**src/rtl/vga_layer_compositor_if.sv**
```systemverilog
// Bundle between the compositor and its layer generators / display side:
// per-layer pixel inputs plus the scan position, syncs and registered colour.
interface vga_layer_compositor_if #(
  parameter int NUM_LAYERS = 4,
  parameter int COLOR_W    = 12
);
  logic [NUM_LAYERS-1:0]         layer_on;
  logic [NUM_LAYERS*COLOR_W-1:0] layer_rgb;
  logic [NUM_LAYERS-1:0]         layer_enable;
  logic [NUM_LAYERS-1:0]         blink_mask;
  logic [COLOR_W-1:0]            bg_rgb;
  logic [9:0]                    pixel_x;
  logic [9:0]                    pixel_y;
  logic                          pixel_tick;
  logic                          video_on;
  logic                          frame_start;
  logic                          blink_phase;
  logic                          hsync;
  logic                          vsync;
  logic [COLOR_W-1:0]            RGB;

  // Layer generators / display side
  modport master (
    output layer_on, layer_rgb, layer_enable, blink_mask, bg_rgb,
    input  pixel_x, pixel_y, pixel_tick, video_on, frame_start, blink_phase,
           hsync, vsync, RGB
  );

  // Compositor side
  modport slave (
    input  layer_on, layer_rgb, layer_enable, blink_mask, bg_rgb,
    output pixel_x, pixel_y, pixel_tick, video_on, frame_start, blink_phase,
           hsync, vsync, RGB
  );
endinterface

```
**src/rtl/vga_layer_compositor.sv**
```systemverilog
// VGA timing chain plus an N-layer priority compositor with enable/blink masking.
// RGB, hsync and vsync are all registered on the same pixel tick so they stay aligned.
module vga_layer_compositor #(
  parameter int NUM_LAYERS   = 4,
  parameter int COLOR_W      = 12,
  parameter int TICK_DIV     = 4,
  parameter int H_ACTIVE     = 640,
  parameter int H_FRONT      = 16,
  parameter int H_SYNC       = 96,
  parameter int H_BACK       = 48,
  parameter int V_ACTIVE     = 480,
  parameter int V_FRONT      = 10,
  parameter int V_SYNC       = 2,
  parameter int V_BACK       = 33,
  parameter int SYNC_ACTIVE  = 0,
  parameter int BLINK_FRAMES = 30
) (
  input  logic                   clock,
  input  logic                   reset,
  vga_layer_compositor_if.slave  bus
);

  localparam int H_TOTAL = H_ACTIVE + H_FRONT + H_SYNC + H_BACK;
  localparam int V_TOTAL = V_ACTIVE + V_FRONT + V_SYNC + V_BACK;
  localparam int TW      = (TICK_DIV > 1) ? $clog2(TICK_DIV) : 1;
  localparam int FW      = (BLINK_FRAMES > 1) ? $clog2(BLINK_FRAMES) : 1;
  localparam logic SYNC_ON = (SYNC_ACTIVE != 0);

  logic [TW-1:0]         tick_cnt_q, tick_cnt_d;
  logic [9:0]            h_q, h_d;
  logic [9:0]            v_q, v_d;
  logic [FW-1:0]         frame_cnt_q, frame_cnt_d;
  logic                  blink_q, blink_d;
  logic [COLOR_W-1:0]    rgb_q, rgb_d;
  logic                  hsync_q, hsync_d;
  logic                  vsync_q, vsync_d;

  logic                  pixel_tick;
  logic                  h_last;
  logic                  v_last;
  logic                  frame_start;
  logic                  video_on;
  logic                  hsync_comb;
  logic                  vsync_comb;
  logic [NUM_LAYERS-1:0] eff;
  logic [COLOR_W-1:0]    pix_next;

  // Tick is decoded from the registered divider state, so it is glitch-free.
  assign pixel_tick  = (tick_cnt_q == TW'(TICK_DIV - 1));
  assign h_last      = (h_q == 10'(H_TOTAL - 1));
  assign v_last      = (v_q == 10'(V_TOTAL - 1));
  assign frame_start = pixel_tick & h_last & v_last;
  assign video_on    = (h_q < 10'(H_ACTIVE)) && (v_q < 10'(V_ACTIVE));

  assign hsync_comb = ((h_q >= 10'(H_ACTIVE + H_FRONT)) &&
                       (h_q <  10'(H_ACTIVE + H_FRONT + H_SYNC))) ? SYNC_ON : ~SYNC_ON;
  assign vsync_comb = ((v_q >= 10'(V_ACTIVE + V_FRONT)) &&
                       (v_q <  10'(V_ACTIVE + V_FRONT + V_SYNC))) ? SYNC_ON : ~SYNC_ON;

  generate
    for (genvar gi = 0; gi < NUM_LAYERS; gi++) begin : g_eff
      assign eff[gi] = bus.layer_on[gi] & bus.layer_enable[gi] &
                       ~(bus.blink_mask[gi] & blink_q);
    end
  endgenerate

  // Scan from the lowest-priority layer upward so layer 0 is written last and wins.
  always_comb begin
    pix_next = bus.bg_rgb;
    for (int i = NUM_LAYERS - 1; i >= 0; i--) begin
      if (eff[i]) begin
        pix_next = bus.layer_rgb[i*COLOR_W +: COLOR_W];
      end
    end
    if (!video_on) begin
      pix_next = '0;
    end
  end

  always_comb begin
    tick_cnt_d  = pixel_tick ? '0 : tick_cnt_q + TW'(1);
    h_d         = h_q;
    v_d         = v_q;
    frame_cnt_d = frame_cnt_q;
    blink_d     = blink_q;
    rgb_d       = rgb_q;
    hsync_d     = hsync_q;
    vsync_d     = vsync_q;

    if (pixel_tick) begin
      rgb_d   = pix_next;
      hsync_d = hsync_comb;
      vsync_d = vsync_comb;
      if (h_last) begin
        h_d = '0;
        v_d = v_last ? '0 : v_q + 10'd1;
      end else begin
        h_d = h_q + 10'd1;
      end
    end

    if (frame_start) begin
      if (frame_cnt_q == FW'(BLINK_FRAMES - 1)) begin
        frame_cnt_d = '0;
        blink_d     = ~blink_q;
      end else begin
        frame_cnt_d = frame_cnt_q + FW'(1);
      end
    end
  end

  always_ff @(posedge clock or negedge reset) begin
    if (!reset) begin
      tick_cnt_q  <= '0;
      h_q         <= '0;
      v_q         <= '0;
      frame_cnt_q <= '0;
      blink_q     <= 1'b0;
      rgb_q       <= '0;
      hsync_q     <= ~SYNC_ON;
      vsync_q     <= ~SYNC_ON;
    end else begin
      tick_cnt_q  <= tick_cnt_d;
      h_q         <= h_d;
      v_q         <= v_d;
      frame_cnt_q <= frame_cnt_d;
      blink_q     <= blink_d;
      rgb_q       <= rgb_d;
      hsync_q     <= hsync_d;
      vsync_q     <= vsync_d;
    end
  end

  assign bus.pixel_x     = h_q;
  assign bus.pixel_y     = v_q;
  assign bus.pixel_tick  = pixel_tick;
  assign bus.video_on    = video_on;
  assign bus.frame_start = frame_start;
  assign bus.blink_phase = blink_q;
  assign bus.hsync       = hsync_q;
  assign bus.vsync       = vsync_q;
  assign bus.RGB         = rgb_q;

endmodule
```
**src/flat_wrapper.sv**
```systemverilog
// flat-port wrapper written by rule: the top's interface ports become plain ports
module vga_layer_compositor_flat 
#(
  parameter int NUM_LAYERS   = 4,
  parameter int COLOR_W      = 12,
  parameter int TICK_DIV     = 4,
  parameter int H_ACTIVE     = 640,
  parameter int H_FRONT      = 16,
  parameter int H_SYNC       = 96,
  parameter int H_BACK       = 48,
  parameter int V_ACTIVE     = 480,
  parameter int V_FRONT      = 10,
  parameter int V_SYNC       = 2,
  parameter int V_BACK       = 33,
  parameter int SYNC_ACTIVE  = 0,
  parameter int BLINK_FRAMES = 30
)
  (clock, reset, bus_layer_on, bus_layer_rgb, bus_layer_enable, bus_blink_mask, bus_bg_rgb, bus_pixel_x, bus_pixel_y, bus_pixel_tick, bus_video_on, bus_frame_start, bus_blink_phase, bus_hsync, bus_vsync, bus_RGB);
  vga_layer_compositor_if #(.NUM_LAYERS(NUM_LAYERS), .COLOR_W(COLOR_W)) bus_i ();
  input  logic clock;
  input  logic reset;
  input wire logic [$bits(bus_i.layer_on)-1:0] bus_layer_on;
  input wire logic [$bits(bus_i.layer_rgb)-1:0] bus_layer_rgb;
  input wire logic [$bits(bus_i.layer_enable)-1:0] bus_layer_enable;
  input wire logic [$bits(bus_i.blink_mask)-1:0] bus_blink_mask;
  input wire logic [$bits(bus_i.bg_rgb)-1:0] bus_bg_rgb;
  output wire logic [$bits(bus_i.pixel_x)-1:0] bus_pixel_x;
  output wire logic [$bits(bus_i.pixel_y)-1:0] bus_pixel_y;
  output wire logic [$bits(bus_i.pixel_tick)-1:0] bus_pixel_tick;
  output wire logic [$bits(bus_i.video_on)-1:0] bus_video_on;
  output wire logic [$bits(bus_i.frame_start)-1:0] bus_frame_start;
  output wire logic [$bits(bus_i.blink_phase)-1:0] bus_blink_phase;
  output wire logic [$bits(bus_i.hsync)-1:0] bus_hsync;
  output wire logic [$bits(bus_i.vsync)-1:0] bus_vsync;
  output wire logic [$bits(bus_i.RGB)-1:0] bus_RGB;
  assign bus_i.layer_on = bus_layer_on;
  assign bus_i.layer_rgb = bus_layer_rgb;
  assign bus_i.layer_enable = bus_layer_enable;
  assign bus_i.blink_mask = bus_blink_mask;
  assign bus_i.bg_rgb = bus_bg_rgb;
  assign bus_pixel_x = bus_i.pixel_x;
  assign bus_pixel_y = bus_i.pixel_y;
  assign bus_pixel_tick = bus_i.pixel_tick;
  assign bus_video_on = bus_i.video_on;
  assign bus_frame_start = bus_i.frame_start;
  assign bus_blink_phase = bus_i.blink_phase;
  assign bus_hsync = bus_i.hsync;
  assign bus_vsync = bus_i.vsync;
  assign bus_RGB = bus_i.RGB;
  vga_layer_compositor #(.NUM_LAYERS(NUM_LAYERS), .COLOR_W(COLOR_W), .TICK_DIV(TICK_DIV), .H_ACTIVE(H_ACTIVE), .H_FRONT(H_FRONT), .H_SYNC(H_SYNC), .H_BACK(H_BACK), .V_ACTIVE(V_ACTIVE), .V_FRONT(V_FRONT), .V_SYNC(V_SYNC), .V_BACK(V_BACK), .SYNC_ACTIVE(SYNC_ACTIVE), .BLINK_FRAMES(BLINK_FRAMES)) u_core (.clock(clock), .reset(reset), .bus(bus_i));
endmodule
```
**config.mk**
```make
export PLATFORM = sky130hd
export DESIGN_NAME = vga_layer_compositor_flat
export DESIGN_NICKNAME = d
export VERILOG_FILES = /design/src/rtl/vga_layer_compositor_if.sv /design/src/rtl/vga_layer_compositor.sv /design/src/flat_wrapper.sv
export SDC_FILE = /design/constraint.sdc
export NUM_CORES = 1
export LEC_CHECK = 0
export CAP_MARGIN = 20
export CORE_UTILIZATION = 47
export CTS_CLUSTER_SIZE = 14
export DETAILED_ROUTE_END_ITERATION = 10
export GPL_ROUTABILITY_DRIVEN = 0
export PLACE_DENSITY = 0.87
export RECOVER_POWER = 25
export SYNTH_ARGS = -nofsm -noshare
export SYNTH_HDL_FRONTEND = slang
export SYNTH_SLANG_ARGS = --single-unit
export TNS_END_PERCENT = 1
```
**constraint.sdc**
```tcl
create_clock -name clock -period 3.95 [get_ports clock]
set_input_delay 0.9875 -clock clock [delete_from_list [all_inputs] [get_ports clock]]
set_output_delay 0.9875 -clock clock [all_outputs]
set_load 0.03 [all_outputs]
```
== Word level (Yosys, flattened, before mapping) ==
Index checks and enable logic that the tools add are counted.
Storage, ports and cells
  input bits: 74
  flip-flop bits (word level): 42
  output and inout bits: 38
  word-level logic and storage cells: 57
Cells by class
  multiplexer cells: 11
  equality and inequality tests: 4
  add/subtract/negate cells: 4
  reductions and logical operators: 5
  magnitude comparators: 6
  bitwise operators: 19
Operator list (number)
  12-bit 2-to-1 mux: 5
  10-bit by 1-bit adder with 10-bit output, second input constant: 2
  10-bit == test, second input constant: 2
  10-bit less-than comparator, second input constant: 2
  10-bit by 9-bit less-than comparator with 1-bit output, second input constant: 2
  10-bit 2-to-1 mux: 2
  1-bit bitwise AND: 14
  10-bit greater-or-equal comparator, second input constant: 1
  10-bit by 9-bit greater-or-equal comparator with 1-bit output, second input constant: 1
  5-bit by 1-bit adder with 5-bit output, second input constant: 1
  5-bit == test, second input constant: 1
  5-bit 2-to-1 mux: 1
  1-bit inverter: 5
  2-bit AND reduction: 2
  1-bit logical AND: 3
  2-bit by 1-bit adder with 2-bit output, second input constant: 1
  2-bit == test, second input constant: 1
  1-bit 2-to-1 mux: 2
  2-bit 2-to-1 mux: 1

== Depth between registers and ports, before layout ==
Gate-level depths: netlist of run 1.
  depth after elaboration: 8
  mapped depth: 7
  depth with buffers taken out: 6

== Worst setup path before layout of run 1 ==
OpenSTA, ideal clock, no wires.
  path type: register -> output
  from: register u_core.tick_cnt_q[0]
  to: output port bus_frame_start
  data required time: 2.963 ns
  buffers on the path: 2
  data arrival time: 2.143 ns
  stages on the path, launching flop included: 7
  slack: 0.820 ns
  cell sequence: dfrtp_1 -> ha_1 -> buf_2 -> nand3_1 -> or4_1 -> buf_2 -> nor2_1
On the way
  longest elaborated chain between the ends: 3
RTL lines
  from (decl): RTL line vga_layer_compositor.sv:29  | logic [TW-1:0] tick_cnt_q, tick_cnt_d;
  from (signal assigned): RTL line vga_layer_compositor.sv:123  | tick_cnt_q <= tick_cnt_d;
  2-bit == test: RTL line vga_layer_compositor.sv:49  | assign pixel_tick = (tick_cnt_q == TW'(TICK_DIV - 1));
  via bus_pixel_tick: RTL line flat_wrapper.sv:29  | output wire logic [$bits(bus_i.pixel_tick)-1:0] bus_pixel_tick;
  1-bit bitwise AND (2 in a row): RTL line vga_layer_compositor.sv:52  | assign frame_start = pixel_tick & h_last & v_last;
  to (decl): RTL line flat_wrapper.sv:31  | output wire logic [$bits(bus_i.frame_start)-1:0] bus_frame_start;
The timed path passes the listed nets, and every way through them passes these cells.

== Worst setup path in the final report of run 1 ==
  from: register u_core.h_q[0] (netlist: u_core.bus.pixel_x[0])
  to: output port bus_frame_start
On the way
  longest elaborated chain between the ends: 3
RTL lines
  from (decl): RTL line vga_layer_compositor.sv:30  | logic [9:0] h_q, h_d;
  from (signal assigned): RTL line vga_layer_compositor.sv:115  | h_q <= '0;
  from (signal assigned): RTL line vga_layer_compositor.sv:124  | h_q <= h_d;
  10-bit == test: RTL line vga_layer_compositor.sv:50  | assign h_last = (h_q == 10'(H_TOTAL - 1));
  1-bit bitwise AND (2 in a row): RTL line vga_layer_compositor.sv:52
No other way between the ends.

==> results of run 1 <==
power breakdown:
part	internal (mW)	switching [mW]
sequential	0.445	0.00805
combinational	0.115	0.0953
clock	0.143	0.139
logic make-up after synthesis:
logic type | after synthesis | share of synthesized area
compound gates | 74 | 0.205
xor+xnor | 13 | 0.0421
fa+ha+maj | 7 | 0.0324
buf+inv | 54 | 0.0795
flops | 42 | 0.389
mux | 1 | 0.00370
simple gates | 119 | 0.248
how the worst max path moves through the flow:
stage | startpoint | slack (ns) | cells after the start | end
floorplan | u_core.tick_cnt_q[0] | 0.82 | 6 | bus_frame_start
global placement | u_core.bus.pixel_x[0] | 0.65 | 5 | bus_frame_start
detailed placement | u_core.bus.pixel_x[0] | 0.62 | 5 | bus_frame_start
CTS | u_core.bus.pixel_x[0] | 0.28 | 5 | bus_frame_start
global route | u_core.bus.pixel_x[0] | 0.19 | 5 | bus_frame_start
finish | u_core.bus.pixel_x[0] | 0.25 | 5 | bus_frame_start
metal layers:
metal | vias to the layer above | wire length, um | track usage
met2 | 92 | 4090 | 0.449
met5 | - | 0 | 0
met4 | 0 | 114 | 0.0717
met3 | 13 | 373 | 0.0294
li1 | 1359 | - | -
met1 | 1360 | 3510 | 0.361
flip-flops by register name (all words and copies together), names as in the netlist:
signal / flops
u_core.bus.RGB: 12
u_core.frame_cnt_q: 5
u_core.bus.pixel_y: 10
u_core.bus.pixel_x: 10
u_core.tick_cnt_q: 2
u_core.bus.vsync: 1
u_core.bus.blink_phase: 1
u_core.bus.hsync: 1
critical path, cell delays in order, from the launching register on:
cell             delay [ns]
dfrtp_1                0.44
ha_1                   0.23
nand3_1                0.16
or4_1                  0.74
nor2_1                 0.17
clkdlybuf4s50_1        0.68
area by class of cell:
type / instances / area, um^2
Clock buffer: 8 / 90.1
Fill cell: 416 / 1620
Inverter: 30 / 113
Multi-Input combinational cell: 214 / 1440
Sequential cell: 42 / 1050
Tap cell: 72 / 90.1
Timing Repair Buffer: 116 / 1140
Yosys cell counts, types with 5 or more instances:
master / count
a2111oi_0: 12
a31oi_1: 14
and3_1: 33
clkbuf_1: 19
dfrtp_1: 40
ha_1: 7
inv_1: 30
nand2_1: 19
nand3_1: 12
nand4_1: 6
nor2_1: 10
nor4_1: 6
o2111ai_1: 12
o21ai_0: 10
o31ai_1: 5
o32ai_1: 12
or3_1: 13
xnor2_1: 11
stage by stage:
step / instances / hold WS [ns] / area (um^2) / util / setup WS, ns
floorplan: 310 / 0.403 / 2710 / - / 0.820
global placement: 474 / 0.413 / 3840 / 0.693 / 0.651
detailed placement: 474 / 0.423 / 3840 / 0.693 / 0.620
CTS: 482 / 0.434 / 3930 / 0.709 / 0.283
global route: 482 / 0.453 / 3920 / 0.708 / 0.186
finish: 482 / 0.430 / 3920 / 0.708 / 0.251
==> results.toml, run 1 <==
[run_status]
run_status = "finished with violations"
violations = "capacitance limit, slew limit"

[yosys]
syn_inst = 310
netlist.top_cell.by_area = "dfrtp_1"
synth_area_mm2 = 0.00271
yosysSeqAreaShare = 0.389
yosysWarnings = 0
synth_ff_type = "dfrtp_1"
synth-edff-count = 0
synth_top_area_frac = 0.370
synth_area_leaders = "dfrtp_1 37%, and3_1 7.6%, inv_1 4.2%"
post_synth_num_cell_types = 41
ys_ff_latch = 42
syn_area_per_cell_um2 = 8.73
synth_nets = 391
synth-async-reset-ratio = 1.00

[critical_path]
critPathLaunchType = "flip-flop"
path_class = "reg2out"
r2r_cells = 4
r2r-start = "u_core.tick_cnt_q[0]"
r2r_end = "u_core.bus.RGB[10]"
crit_fanout = 10
critical_path_arrival_ns = 2.71
cp.required_ns = 2.96
rrSetupSlack_ns = 1.41
endpoint_kind = "output pin"

[route]
ant_nets = 0
drtIter0Drc = 249
wl_per_cell_um = 16.8
viasPerCell = 5.86
dr.pass1.iters = 5
wirelength_um = 8090
vias = 2824
drcViolationCount = 0

[cts]
path_clk_slew_ns = 0.08
cts_buffer_depth = 2
clkLatencyLatePin_ns = 0.29
cts_root_buf = "clkbuf_8"
cts_resized = 0
cts_buffers = 5
cts_setup_buffers = 0
cts-htree-levels = 2
clock_sinks = 42
tritoncts = "done"
cts_hold_buf = 0

[power_and_ir_drop]
vdd_drop_max_mv = 0.218
power.total_mw = 0.945
powerDensity_mw_per_mm2 = 241
leakage_nw = 1.65

[die]
start_util = 0.488
rows = 27
die_h_um = 77.9
design.core.area_mm2 = 0.00554
dieArea_mm2 = 0.00607
chipWidth_um = 77.9
io_pins = 112

[final_layout]
antenna_cells = 0
layout_common_cells = "110 x clkdlybuf4s50_1, 40 x dfrtp_1, 33 x and3_1"
drive_gt1_frac = 0.0317
final_common_cell = "clkdlybuf4s50_1"
area_delta_synth_final_pct = 44.9
nets = 490

[timing]
slew_headroom = -0.450
fmax_mhz = 270
drv_slew = 43
tightestPinTransition_ns = 2.18
tns_ns = 0
rsz0062_at_grt = "no"
post-route-period-util = 0.936
skew_ns = 0.00751
hold_viol = 0
min_period_ns = 3.70
setup_viol = 0

[place]
detailed_place_hpwl_um = 5900
port_buffers = 111

[global_routing]
grt_overflow = 0
grt_pass1_wl_um = 12800
antenna_found_initial = 0
grt_max_degree = 43
grt_pass1_vias = 2588
grtUsageTotal = 0.266

[worst_hold_path]
hold_end = "u_core.tick_cnt_q[0]"
min_from = "u_core.tick_cnt_q[0]"
holdPathStages = 1
hold_path.class = "reg2reg"

[flow_run]
max_cap_violations = 1
No activity file was read; power rests on OpenSTA's default activity.
==> run 2, diff against run 1 <==
--- a/config.mk
+++ b/config.mk
@@ -6,11 +6,11 @@
 export NUM_CORES = 1
 export LEC_CHECK = 0
 export CAP_MARGIN = 20
-export CORE_UTILIZATION = 47
+export CORE_UTILIZATION = 39
 export CTS_CLUSTER_SIZE = 14
 export DETAILED_ROUTE_END_ITERATION = 10
 export GPL_ROUTABILITY_DRIVEN = 0
-export PLACE_DENSITY = 0.87
+export PLACE_DENSITY = 0.77
 export RECOVER_POWER = 25
 export SYNTH_ARGS = -nofsm -noshare
 export SYNTH_HDL_FRONTEND = slang
==> constraint.sdc (replaced) <==
create_clock -name clock -period 3.1 [get_ports clock]
set_input_delay 0.775 -clock clock [delete_from_list [all_inputs] [get_ports clock]]
set_output_delay 0.775 -clock clock [all_outputs]
set_load 0.03 [all_outputs]
==> run 2 against run 1 <==
- the run still ends with capacitance limit, slew limit left
- setup slack got worse by 0.099 ns
- critical path type unchanged
- clock skew fell by 0.0031 ns
- die area rose by 20%
- register-to-register slack got worse by 0.48 ns
- count of clock-buffer cells in the layout fell by 1
- critical endpoint unchanged
==> results.toml, run 2 (synthesis gave the netlist of run 1 again) <==
[cts]
cts-htree-levels = 2
path_clk_slew_ns = 0.07
clkLatencyLatePin_ns = 0.30
clock_sinks = 42
cts_hold_buf = 0
cts_setup_buffers = 0
tritoncts = "done"
cts_buffers = 5
cts_root_buf = "clkbuf_8"
cts_buffer_depth = 2
cts_resized = 0

[global_routing]
grtUsageTotal = 0.222
antenna_found_initial = 0
grt.busiest_layer = "met2"
met3_usage = 0.0486
grt_overflow = 0
grt_pass1_vias = 2595
grt_util_met2 = 0.379
grt_pass1_wl_um = 12800
grt_max_degree = 43
grtUsageMet1 = 0.289

[die]
rows = 29
start_util = 0.414
die_h_um = 85.3
dieArea_mm2 = 0.00728
design.core.area_mm2 = 0.00653
chipWidth_um = 85.3
io_pins = 112

[final_layout]
nets = 491
nFillCells = 582
finalNonFillerCells = 488
post-route-util = 0.603
layout_common_cells = "109 x clkdlybuf4s50_1, 40 x dfrtp_1, 33 x and3_1"
area_delta_synth_final_pct = 45.5
largest_reg_flops = 12
fin_area_mm2 = 0.00394
drive_gt1_frac = 0.0414
antenna_cells = 0
final_common_cell = "clkdlybuf4s50_1"

[critical_path]
endpoint_kind = "output pin"
rrSetupSlack_ns = 0.93
crit_fanout = 10
path_cells = "ha_1 -> nand3_1 -> or4_1 -> nor2_1 -> buf_4"
r2r-start = "u_core.bus.pixel_y[1]"
max_stage_delay_ns = 0.76
critPathSlowestCell = "or4_1"
cp.required_ns = 2.32
path_class = "reg2out"
r2r_cells = 7
critical_path_arrival_ns = 2.17
path_buf_inv = 1
cpLargestDelayFamily = "simple AND/OR/NAND/NOR gates"
critPathLaunchType = "flip-flop"
r2r_end = "u_core.frame_cnt_q[4]"

[timing]
drv_slew = 43
tns_ns = 0
slew_headroom = -0.510
skew_ns = 0.00442
tightestPinTransition_ns = 2.26
setup_viol = 0
holdWs_ns = 0.439
fmax_mhz = 339
min_period_ns = 2.95
rsz0062_at_grt = "no"
hold_viol = 0
finalWorstSetupSlack_ns = 0.153
post-route-period-util = 0.951

[place]
post_dp_cell_area_mm2 = 0.00385
port_buffers = 111
detailed_place_hpwl_um = 6100
pre_cts_slack_ns = 0.430
place_inst = 480

[route]
wl_per_cell_um = 16.9
drtIter0Drc = 174
viasPerCell = 5.79
wirelength_um = 8240
ant_nets = 0
dr.pass1.iters = 4
vias = 2826
drcViolationCount = 0

[worst_hold_path]
min_from = "u_core.tick_cnt_q[0]"
hold_end = "u_core.tick_cnt_q[0]"
hold_path.class = "reg2reg"
holdPathStages = 1

[flow_run]
max_cap_violations = 1

[run_status]
violations = "capacitance limit, slew limit"
run_status = "finished with violations"

[power_and_ir_drop]
powerDensity_mw_per_mm2 = 309
vdd_drop_max_mv = 0.238
leakage_nw = 1.67
power.total_mw = 1.22
run 2: cell types whose count changed in the layout (fill, tap and decap cells not counted):
| cell | delta |
|---|---|
| buf_4 | +3 |
| clkbuf_1 | -2 |
| clkdlybuf4s50_1 | -1 |
| clkinv_2 | +1 |
run 2: worst register-to-register path, stage by stage (launching register included):
cell	delay (ns)
dfrtp_1	0.42
inv_1	0.13
ha_1	0.17
nor4bb_1	0.50
nand3_1	0.19
buf_4	0.21
o31ai_1	0.28
o31ai_1	0.13
run 2: cell type report:
class | count | area (um^2) | area share
clock inverter | 1 | 5.00 | 0.00127
tap | 77 | 96.3 | 0.0245
timing repair buffer | 117 | 1150 | 0.291
clock buffer | 7 | 86.3 | 0.0219
inverter | 30 | 113 | 0.0286
sequential | 42 | 1050 | 0.267
multi-input combinational | 214 | 1440 | 0.365
run 2: layer usage:
layer / wire (um) / share of wire
met3: 350 / 0.042
met1: 3610 / 0.44
met5: 0 / 0
met4: 119 / 0.014
met2: 4160 / 0.51
run 2: worst max-delay path by stage:
stage | slack [ns] | from | end | cells past startpoint
6_report | 0.15 | u_core.bus.pixel_x[0] | bus_frame_start | 5
5_1_grt | 0.04 | u_core.bus.pixel_x[0] | bus_frame_start | 5
4_1_cts | 0.15 | u_core.bus.pixel_x[0] | bus_frame_start | 5
3_5_place_dp | 0.43 | bus_blink_mask[0] | u_core.bus.RGB[9] | 5
3_3_place_gp | 0.46 | bus_blink_mask[0] | u_core.bus.RGB[9] | 5
2_1_floorplan | 0.18 | u_core.tick_cnt_q[0] | bus_frame_start | 6
run 2: power breakdown:
group          internal [mW]  total, mW  switching (mW)
clock network          0.180      0.370           0.190
logic                  0.147      0.269           0.122
registers              0.567      0.579          0.0117
total                  0.894       1.22           0.324
